**src/rtl/ysyx_22040237_wb_ctrl_pkg.sv**
```systemverilog
// ysyx_22040237_wb_ctrl_pkg: shared widths, register-file reset value and write-source tag for the write-back block
package ysyx_22040237_wb_ctrl_pkg;
  localparam int XLEN_DEF = 64;
  localparam int REG_AW = 5;
  localparam logic [63:0] REGS_INIT = 64'h0;
  typedef enum logic {SRC_ALU, SRC_FIFO} wb_src_e;
endpackage

```
**src/rtl/ysyx_22040237_sync_fifo.sv**
```systemverilog
// ysyx_22040237_sync_fifo: power-of-2 synchronous fifo; push/pop/din in, dout (head, combinational), full, empty, cnt out
module ysyx_22040237_sync_fifo #(
  parameter int W = 8,
  parameter int DEPTH = 4
) (
  input  logic                     clk,
  input  logic                     rst,
  input  logic                     push,
  input  logic                     pop,
  input  logic [W-1:0]             din,
  output logic [W-1:0]             dout,
  output logic                     full,
  output logic                     empty,
  output logic [$clog2(DEPTH):0]   cnt
);
  localparam int AW = $clog2(DEPTH);
  logic [W-1:0] mem_q [DEPTH];
  logic [AW-1:0] wp_q, rp_q;
  logic [AW:0] cnt_q;
  logic do_push, do_pop;
  assign do_push = push && !full;
  assign do_pop = pop && !empty;
  assign full = cnt_q == (AW+1)'(DEPTH);
  assign empty = cnt_q == '0;
  assign cnt = cnt_q;
  assign dout = mem_q[rp_q];
  always_ff @(posedge clk)
    if (do_push) mem_q[wp_q] <= din;
  always_ff @(posedge clk) begin
    if (rst) begin
      wp_q <= '0;
      rp_q <= '0;
      cnt_q <= '0;
    end else begin
      if (do_push) wp_q <= wp_q + 1'b1;
      if (do_pop) rp_q <= rp_q + 1'b1;
      cnt_q <= cnt_q + {{AW{1'b0}}, do_push} - {{AW{1'b0}}, do_pop};
    end
  end
endmodule

```
**src/rtl/ysyx_22040237_wb_ctrl.sv**
```systemverilog
// ysyx_22040237_wb_ctrl: write-back arbiter (ALU first, buffered long-latency results next) with pending-register hazard tracking; ports: iss_*, alu_*, ll_* in / ll_ready out, reg_wr_en/wr_addr/wr_data out, reg1/reg2_rd_addr in, raw/waw_hazard out, fifo_cnt out
module ysyx_22040237_wb_ctrl
  import ysyx_22040237_wb_ctrl_pkg::*;
#(
  parameter int FIFO_DEPTH = 4,
  parameter int XLEN = XLEN_DEF
) (
  input  logic                         clk,
  input  logic                         rst,
  input  logic                         iss_valid,
  input  logic [REG_AW-1:0]            iss_rd,
  input  logic                         alu_valid,
  input  logic [REG_AW-1:0]            alu_rd,
  input  logic [XLEN-1:0]              alu_data,
  input  logic                         ll_valid,
  output logic                         ll_ready,
  input  logic [REG_AW-1:0]            ll_rd,
  input  logic [XLEN-1:0]              ll_data,
  output logic                         reg_wr_en,
  output logic [REG_AW-1:0]            wr_addr,
  output logic [XLEN-1:0]              wr_data,
  input  logic [REG_AW-1:0]            reg1_rd_addr,
  input  logic [REG_AW-1:0]            reg2_rd_addr,
  output logic                         raw_hazard,
  output logic                         waw_hazard,
  output logic [$clog2(FIFO_DEPTH):0]  fifo_cnt
);
  localparam int EW = REG_AW + XLEN;
  logic push, pop, full, empty, alu_win;
  logic [EW-1:0] head;
  logic [31:0] pend_q, pend_d;
  logic wr_en_q, wr_en_d;
  wb_src_e src_q, src_d;
  logic [REG_AW-1:0] addr_q, addr_d;
  logic [XLEN-1:0] data_q, data_d;
  ysyx_22040237_sync_fifo #(.W(EW), .DEPTH(FIFO_DEPTH)) u_fifo (
    .clk(clk), .rst(rst), .push(push), .pop(pop), .din({ll_rd, ll_data}),
    .dout(head), .full(full), .empty(empty), .cnt(fifo_cnt)
  );
  assign ll_ready = !full;
  assign reg_wr_en = wr_en_q;
  assign wr_addr = addr_q;
  assign wr_data = data_q;
  assign raw_hazard = (pend_q[reg1_rd_addr] && reg1_rd_addr != '0) || (pend_q[reg2_rd_addr] && reg2_rd_addr != '0);
  assign waw_hazard = iss_valid && iss_rd != '0 && pend_q[iss_rd];
  always_comb begin
    alu_win = alu_valid && alu_rd != '0;
    pop = !alu_win && !empty;
    push = ll_valid && !full && ll_rd != '0;
    wr_en_d = alu_win || pop;
    src_d = alu_win ? SRC_ALU : SRC_FIFO;
    addr_d = alu_win ? alu_rd : head[EW-1 -: REG_AW];
    data_d = alu_win ? alu_data : head[XLEN-1:0];
    pend_d = pend_q;
    // the clear lands only once the data has been on the write port, and an issue to the same register overrides it
    if (wr_en_q && src_q == SRC_FIFO) pend_d[addr_q] = 1'b0;
    if (iss_valid && iss_rd != '0) pend_d[iss_rd] = 1'b1;
  end
  always_ff @(posedge clk) begin
    if (rst) begin
      wr_en_q <= 1'b0;
      src_q <= SRC_ALU;
      addr_q <= '0;
      data_q <= REGS_INIT[XLEN-1:0];
      pend_q <= '0;
    end else begin
      wr_en_q <= wr_en_d;
      pend_q <= pend_d;
      if (wr_en_d) begin
        src_q <= src_d;
        addr_q <= addr_d;
        data_q <= data_d;
      end
    end
  end
endmodule

```
**config.mk**
```make
export PLATFORM = sky130hd
export DESIGN_NAME = ysyx_22040237_wb_ctrl
export DESIGN_NICKNAME = d
export VERILOG_FILES = /design/src/rtl/ysyx_22040237_wb_ctrl_pkg.sv /design/src/rtl/ysyx_22040237_sync_fifo.sv /design/src/rtl/ysyx_22040237_wb_ctrl.sv
export SDC_FILE = /design/constraint.sdc
export NUM_CORES = 1
export LEC_CHECK = 0
export ABC_AREA = 1
export ABC_CLOCK_PERIOD_IN_PS = 4500
export CAP_MARGIN = 25
export CORE_UTILIZATION = 49
export CTS_CLUSTER_DIAMETER = 100
export DETAILED_ROUTE_END_ITERATION = 16
export PLACE_DENSITY = 0.76
export SLEW_MARGIN = 20
export SYNTH_ARGS = -nofsm -noshare
export SYNTH_HDL_FRONTEND = slang
export SYNTH_SLANG_ARGS = --single-unit
```
**constraint.sdc**
```tcl
create_clock -name clk -period 4.5 [get_ports clk]
set_input_delay 0.9 -clock clk [delete_from_list [all_inputs] [get_ports clk]]
set_output_delay 0.9 -clock clk [all_outputs]
set_load 0.02 [all_outputs]
```
==> impl_results.md, run 1 <==
- Max-cap viol count: 0
- Top cell type's share of synthesized area: 0.513
- Final min period: slightly above 4000 ps
- Port bufs: about 230
- Worst-skew pair later-pin latency: about 530 ps
- XOR/XNOR share of the synthesized area: 0.000542
- Clock skew: 20.5 ps
- Total Die Area: between 30,000 and 40,000 um2
- Post-Synth Simple-Gate Area: 0.154
- Via count: about 12k
- Resize count post-CTS: 0
- Dpl ws: approximately 470 ps
- Die width: ~180 um
- Vias in the first global route: around 12k
- CP Class: input port to primary output
- Yosys cell types: 35
- Final antenna-violating net count: 0
- #FFs+latches synth: slightly below 400
- Required time of the critical path: approximately 3600 ps
- CP Capture Type: primary output
- Number of synthesized flops with an enable pin: roughly 280
- Startpoint Class: input port
- Top cells by area, synth: edfxtp_1 (51%), dfxtp_1 (14%), nand2_1 (6.7%), o21ai_0 (5.1%), nor2_1 (3.9%)
- Fillers: approximately 2.6k
- All-Layer GR Usage: 0.258
- First-pass GRT wire length: ~67,000 um
- Main combinational cell family by area after synthesis: simple AND/OR/NAND/NOR gates
- Row cnt: 66
- Post-CTS setup buffer count: 0
- Fmax: ~250 MHz
- Core box area: around 32,000 um2
- Largest net degree at the start of global routing: between 80 and 90
- Setup tns final: 0 ps
- Syn Area/Cell: slightly above 10 um2
- # DRC: 0
- Ys flop type: edfxtp_1
- Root Buffer: clkbuf_16
- Final WL: between 40,000 and 50,000 um
- Relative slew slack: 0.388
- Critical-path maximum fanout: 9
- Mapped Nets: about 1.7k
- Final Max Tran Viols: 0
- Max IR drop VDD: 0.376 mV
- Area Growth Syn to Fin: 24.3%
- Post-DP HPWL: 27,700 um
- Clock tree buffer depth: 3
- Pleak: approximately 7.4 nW
- Initial core utilization: 0.498
- CTS tree: built
- Area of the mapped netlist: 16,100 um2
- Setup slack after layout: between 400 and 500 ps
- Syn Inst Count: between 1.5k and 2k
- Count leader, synth: nand2_1
- Final Hold Fails: 0
- First DRT Iteration DRCs: ~1.1k
- FFs w/ async S/R, synth: 0
- Post-synthesis mux area share: 0
- CTS Buf Count: 40
- Status: finished, final reports clean
- I/O pins: between 200 and 250
- Worst-path clk slew: 60 ps
- Die height: 184 um
- Seq/Total Area, Yosys: 0.652
- Total power: between 10 and 15 mW
- Wire length per cell: 19.2 um
- GPL Wtd Cong: 0.935
- Nets: 1,957
- DR vias/cell: ~5.5
- PwrDens: 502 nW/um2
- HP Class: register to register
- Initial DRT Pass Iterations: 7
- Synthesis Warnings: 0
- Adder-cell area share of the yosys netlist: 0.00589
- Actual slew at the worst max-slew pin: slightly above 900 ps
- Area leader, netlist: edfxtp_1
- TritonCTS Sinks: just under 400
- Unrepaired setup endpoints after global routing: no
- Commonest cells in the netlist: nand2_1 (290), edfxtp_1 (276), nor2_1 (167)
- CP Data Arrival Time: approximately 3100 ps
- GR Overflow Total: 0
- Layout cells sized above 1: 0.0707
- Initial antenna violation count: 6
- Part of the cycle the worst path needs: 0.898
- CTS H-tree depth: 2
- Post-cts hold buffer count: 0
- Final setup viols: 0
- Post-synthesis compound-gate area fraction: 0.131
- Flop2flop setup slack: 1940 ps
-- through the flow --
step	utilization	std cells	hold slack, ps	cell area, um2
2_1_floorplan	-	1576	441	16100
3_5_place_dp	0.579	2191	463	18800
6_report	0.618	2270	469	20100
3_3_place_gp	0.578	2191	454	18800
4_1_cts	0.617	2265	472	20000
5_1_grt	0.618	2269	492	20100
-- flip-flops by register name, indices dropped and copies added, names as in the netlist, named ones only --
register	count
src_q	1
wr_data	64
u_fifo.rp_q	2
u_fifo.wp_q	2
pend_q	32
reg_wr_en	1
wr_addr	5
u_fifo.cnt	3
u_fifo.mem_q	276
-- final timing paths --
| path | endpoint | cells past startpoint | start |
|---|---|---|---|
| max | waw_hazard | 8 | iss_rd[0] |
| min | wr_data[23] | 2 | wr_data[23] |
| max reg2reg | wr_addr[0] | 8 | register |
| min reg2reg | wr_data[23] | 2 | wr_data[23] |
-- cell families (layout without fill, tap and decap cells) --
group / Yosys count / in the layout
other: 0 / 4
flip-flops: 388 / 388
adder cells (fa/ha/maj): 7 / 7
AO/OA/AOI/OAI: 387 / 387
AND/OR/NAND/NOR: 598 / 598
XOR/XNOR: 1 / 1
buffers and inverters: 195 / 443
-- area by class of cell --
type | count | area, um2 | area share
flip-flops and latches | 388 | 10500 | 0.525
multi-input cells | 993 | 4740 | 0.236
repair buffers | 262 | 2560 | 0.128
clock buffers | 52 | 1080 | 0.0536
well taps | 442 | 553 | 0.0276
inverters | 107 | 405 | 0.0202
clock inverters | 22 | 186 | 0.00929
diodes | 4 | 10.0 | 0.000499
-- power by group --
group	switching [mW]	total (mW)	internal, mW
Clock	1.34	3.16	1.82
Sequential	0.231	4.53	4.30
Combinational	1.52	2.39	0.869
Total	3.09	10.1	6.99
-- per-layer routing --
| metal | global-route usage | up-vias | wire length (um) |
|---|---|---|---|
| met3 | 0.0444 | 88 | 2900 |
| met2 | 0.424 | 466 | 20800 |
| met1 | 0.343 | 5996 | 18400 |
| met4 | 0.0960 | 4 | 1370 |
| li1 | - | 5943 | - |
| met5 | 0 | - | 31 |
-- cells in the final DEF, fill, tap and decap left out, drive strengths merged, types with 17 or more instances in the layout --
cell type,n
a21oi,56
buf,29
clkbuf,52
clkdlybuf4s50,233
clkinv,20
dfxtp,112
edfxtp,276
inv,107
nand2,294
nand3,109
nor2,170
o211ai,17
o21ai,240
o221ai,18
o22ai,51
-- critical path: stages --
cell and delay [ps]:
clkdlybuf4s50_1 660, nand2_1 320, o21ai_0 240, o21ai_1 90, nand2_1 100, nor2_1 50
a21oi_1 160, clkdlybuf4s50_1 620
Note: power is estimated with default switching activity, not from simulation.
==> run 2: changes to the inputs <==
CORE_MARGIN = 2   (was not set)
CTS_CLUSTER_SIZE = 40   (was not set)
TNS_END_PERCENT = 50   (was not set)
==> impl_results.md, run 2 (same netlist as run 1, synthesis figures left out) <==
- CTS tree: built
- Wire length per cell: around 19 um
- Nets: roughly 1.9k
- Clock skew: approximately 19 ps
- Startpoint Class: input port
- Port bufs: about 230
- Max FFs per register: 276
- Final antenna-violating net count: 0
- Relative slew slack: 0.364
- Post-DP HPWL: about 28,000 um
- CP Capture Type: primary output
- Inst Count DP: 2,193
- CP Data Arrival Time: 3140 ps
- Finished Layout Cells: ~2.2k
- # DRC: 0
- Most frequent cells in the layout: nand2_1 (290), edfxtp_1 (276), clkdlybuf4s50_1 (233)
- Row cnt: 66
- First-pass GRT wire length: 64,400 um
- Status: finished, final reports clean
- Max IR drop VDD: ~0.50 mV
- Fmax: 248 MHz
- GR Overflow Total: 0
- Total power: just under 9 mW
- Via count: ~12k
- Pleak: ~7 nW
- DR vias/cell: 5.51
- Setup slack after layout: about 460 ps
- I/O pins: 234
- PwrDens: approximately 450 nW/um2
- Post-cts hold buffer count: 0
- Initial antenna violation count: 3
- CTS H-tree depth: 1
- Die height: about 190 um
- Required time of the critical path: around 3600 ps
- TritonCTS Sinks: slightly below 400
- Worst-path clk slew: about 130 ps
- Layout cells sized above 1: 0.0507
- Dpl ws: between 400 and 500 ps
- Initial DRT Pass Iterations: 5
- Unrepaired setup endpoints after global routing: no
- Critical-path maximum fanout: 9
- Leading cell type in the layout, fill and taps excluded: nand2_1
- Core box area: roughly 32,000 um2
- Final Max Tran Viols: 0
- Largest net degree at the start of global routing: around 120
- Area Growth Syn to Fin: 19.7%
- Final setup viols: 0
- All-Layer GR Usage: 0.244
- Post-CTS setup buffer count: 0
- Final WL: around 43,000 um
- Root Buffer: clkbuf_16
- Total Die Area: 34,400 um2
- Final min period: a little over 4000 ps
- Initial core utilization: 0.498
- Final Hold Fails: 0
- Resize count post-CTS: 0
- Biggest register: u_fifo.mem_q
- HP Class: register to register
- First DRT Iteration DRCs: roughly 1.1k
- Worst-skew pair later-pin latency: 530 ps
- Core Util, Final: 0.596
- Actual slew at the worst max-slew pin: about 950 ps
- Die width: roughly 190 um
- Clock tree buffer depth: 3
- Vias in the first global route: 11.9k
- CP Class: input port to primary output
- Part of the cycle the worst path needs: 0.898
- Max-cap viol count: 0
- GPL Wtd Cong: around 0.9
- CTS Buf Count: 14
[run 2: cell count changes in the layout (fill, tap and decap cells not counted), sizes merged]
cell	previous run	this run
inv	107	109
bufinv	2	1
clkinv	20	2
buf	29	31
clkbuf	52	19
[run 2: where the power goes]
part           switching, mW  internal, mW  leakage, nW
combinational           1.54         0.873         3.33
clock                   1.06         0.712        0.230
sequential             0.197          4.29         3.45
[run 2: path summary, 6_finish.rpt]
kind | slack, ps | to | cells past startpoint | from
setup / recovery | 460 | waw_hazard | 10 | iss_rd[0]
hold / removal | 480 | wr_data[23] | 2 | wr_data[23]
setup reg to reg | 2040 | wr_data[28] | 7 | u_fifo.cnt[1]
hold reg to reg | 480 | wr_data[23] | 2 | wr_data[23]
[run 2: cell type report]
type                       count  area [um2]
clock buffer                  19         390
sequential                   388       10500
timing repair buffer         264        2620
multi-input combinational    993        4740
fill                        2652       13100
tap                          442         553
inverter                     107         405
antenna                        4        10.0
clock inverter                 5        83.8
[run 2: worst max-delay path, cell delays in order]
cell and delay (ps):
clkdlybuf4s50_1 630, nand2_1 310, nor2_1 170, a21oi_1 60, nand2_1 90, nand2_1 50
nand2_1 70, nor2_1 40, a21oi_1 190, clkdlybuf4s50_1 640
[run 2: per-layer routing]
metal	part of all wire	track usage
met4	0.029	0.0835
met2	0.48	0.408
met5	0	0
met3	0.072	0.0423
met1	0.42	0.323
[run 2: stage by stage]
step | area, um2 | hold slack (ps) | setup TNS (ps)
floorplan | 16100 | 441 | -27900
finish | 19300 | 482 | 0
CTS | 19300 | 484 | 0
detailed placement | 18800 | 464 | 0
global route | 19300 | 501 | 0
global placement | 18800 | 459 | 0
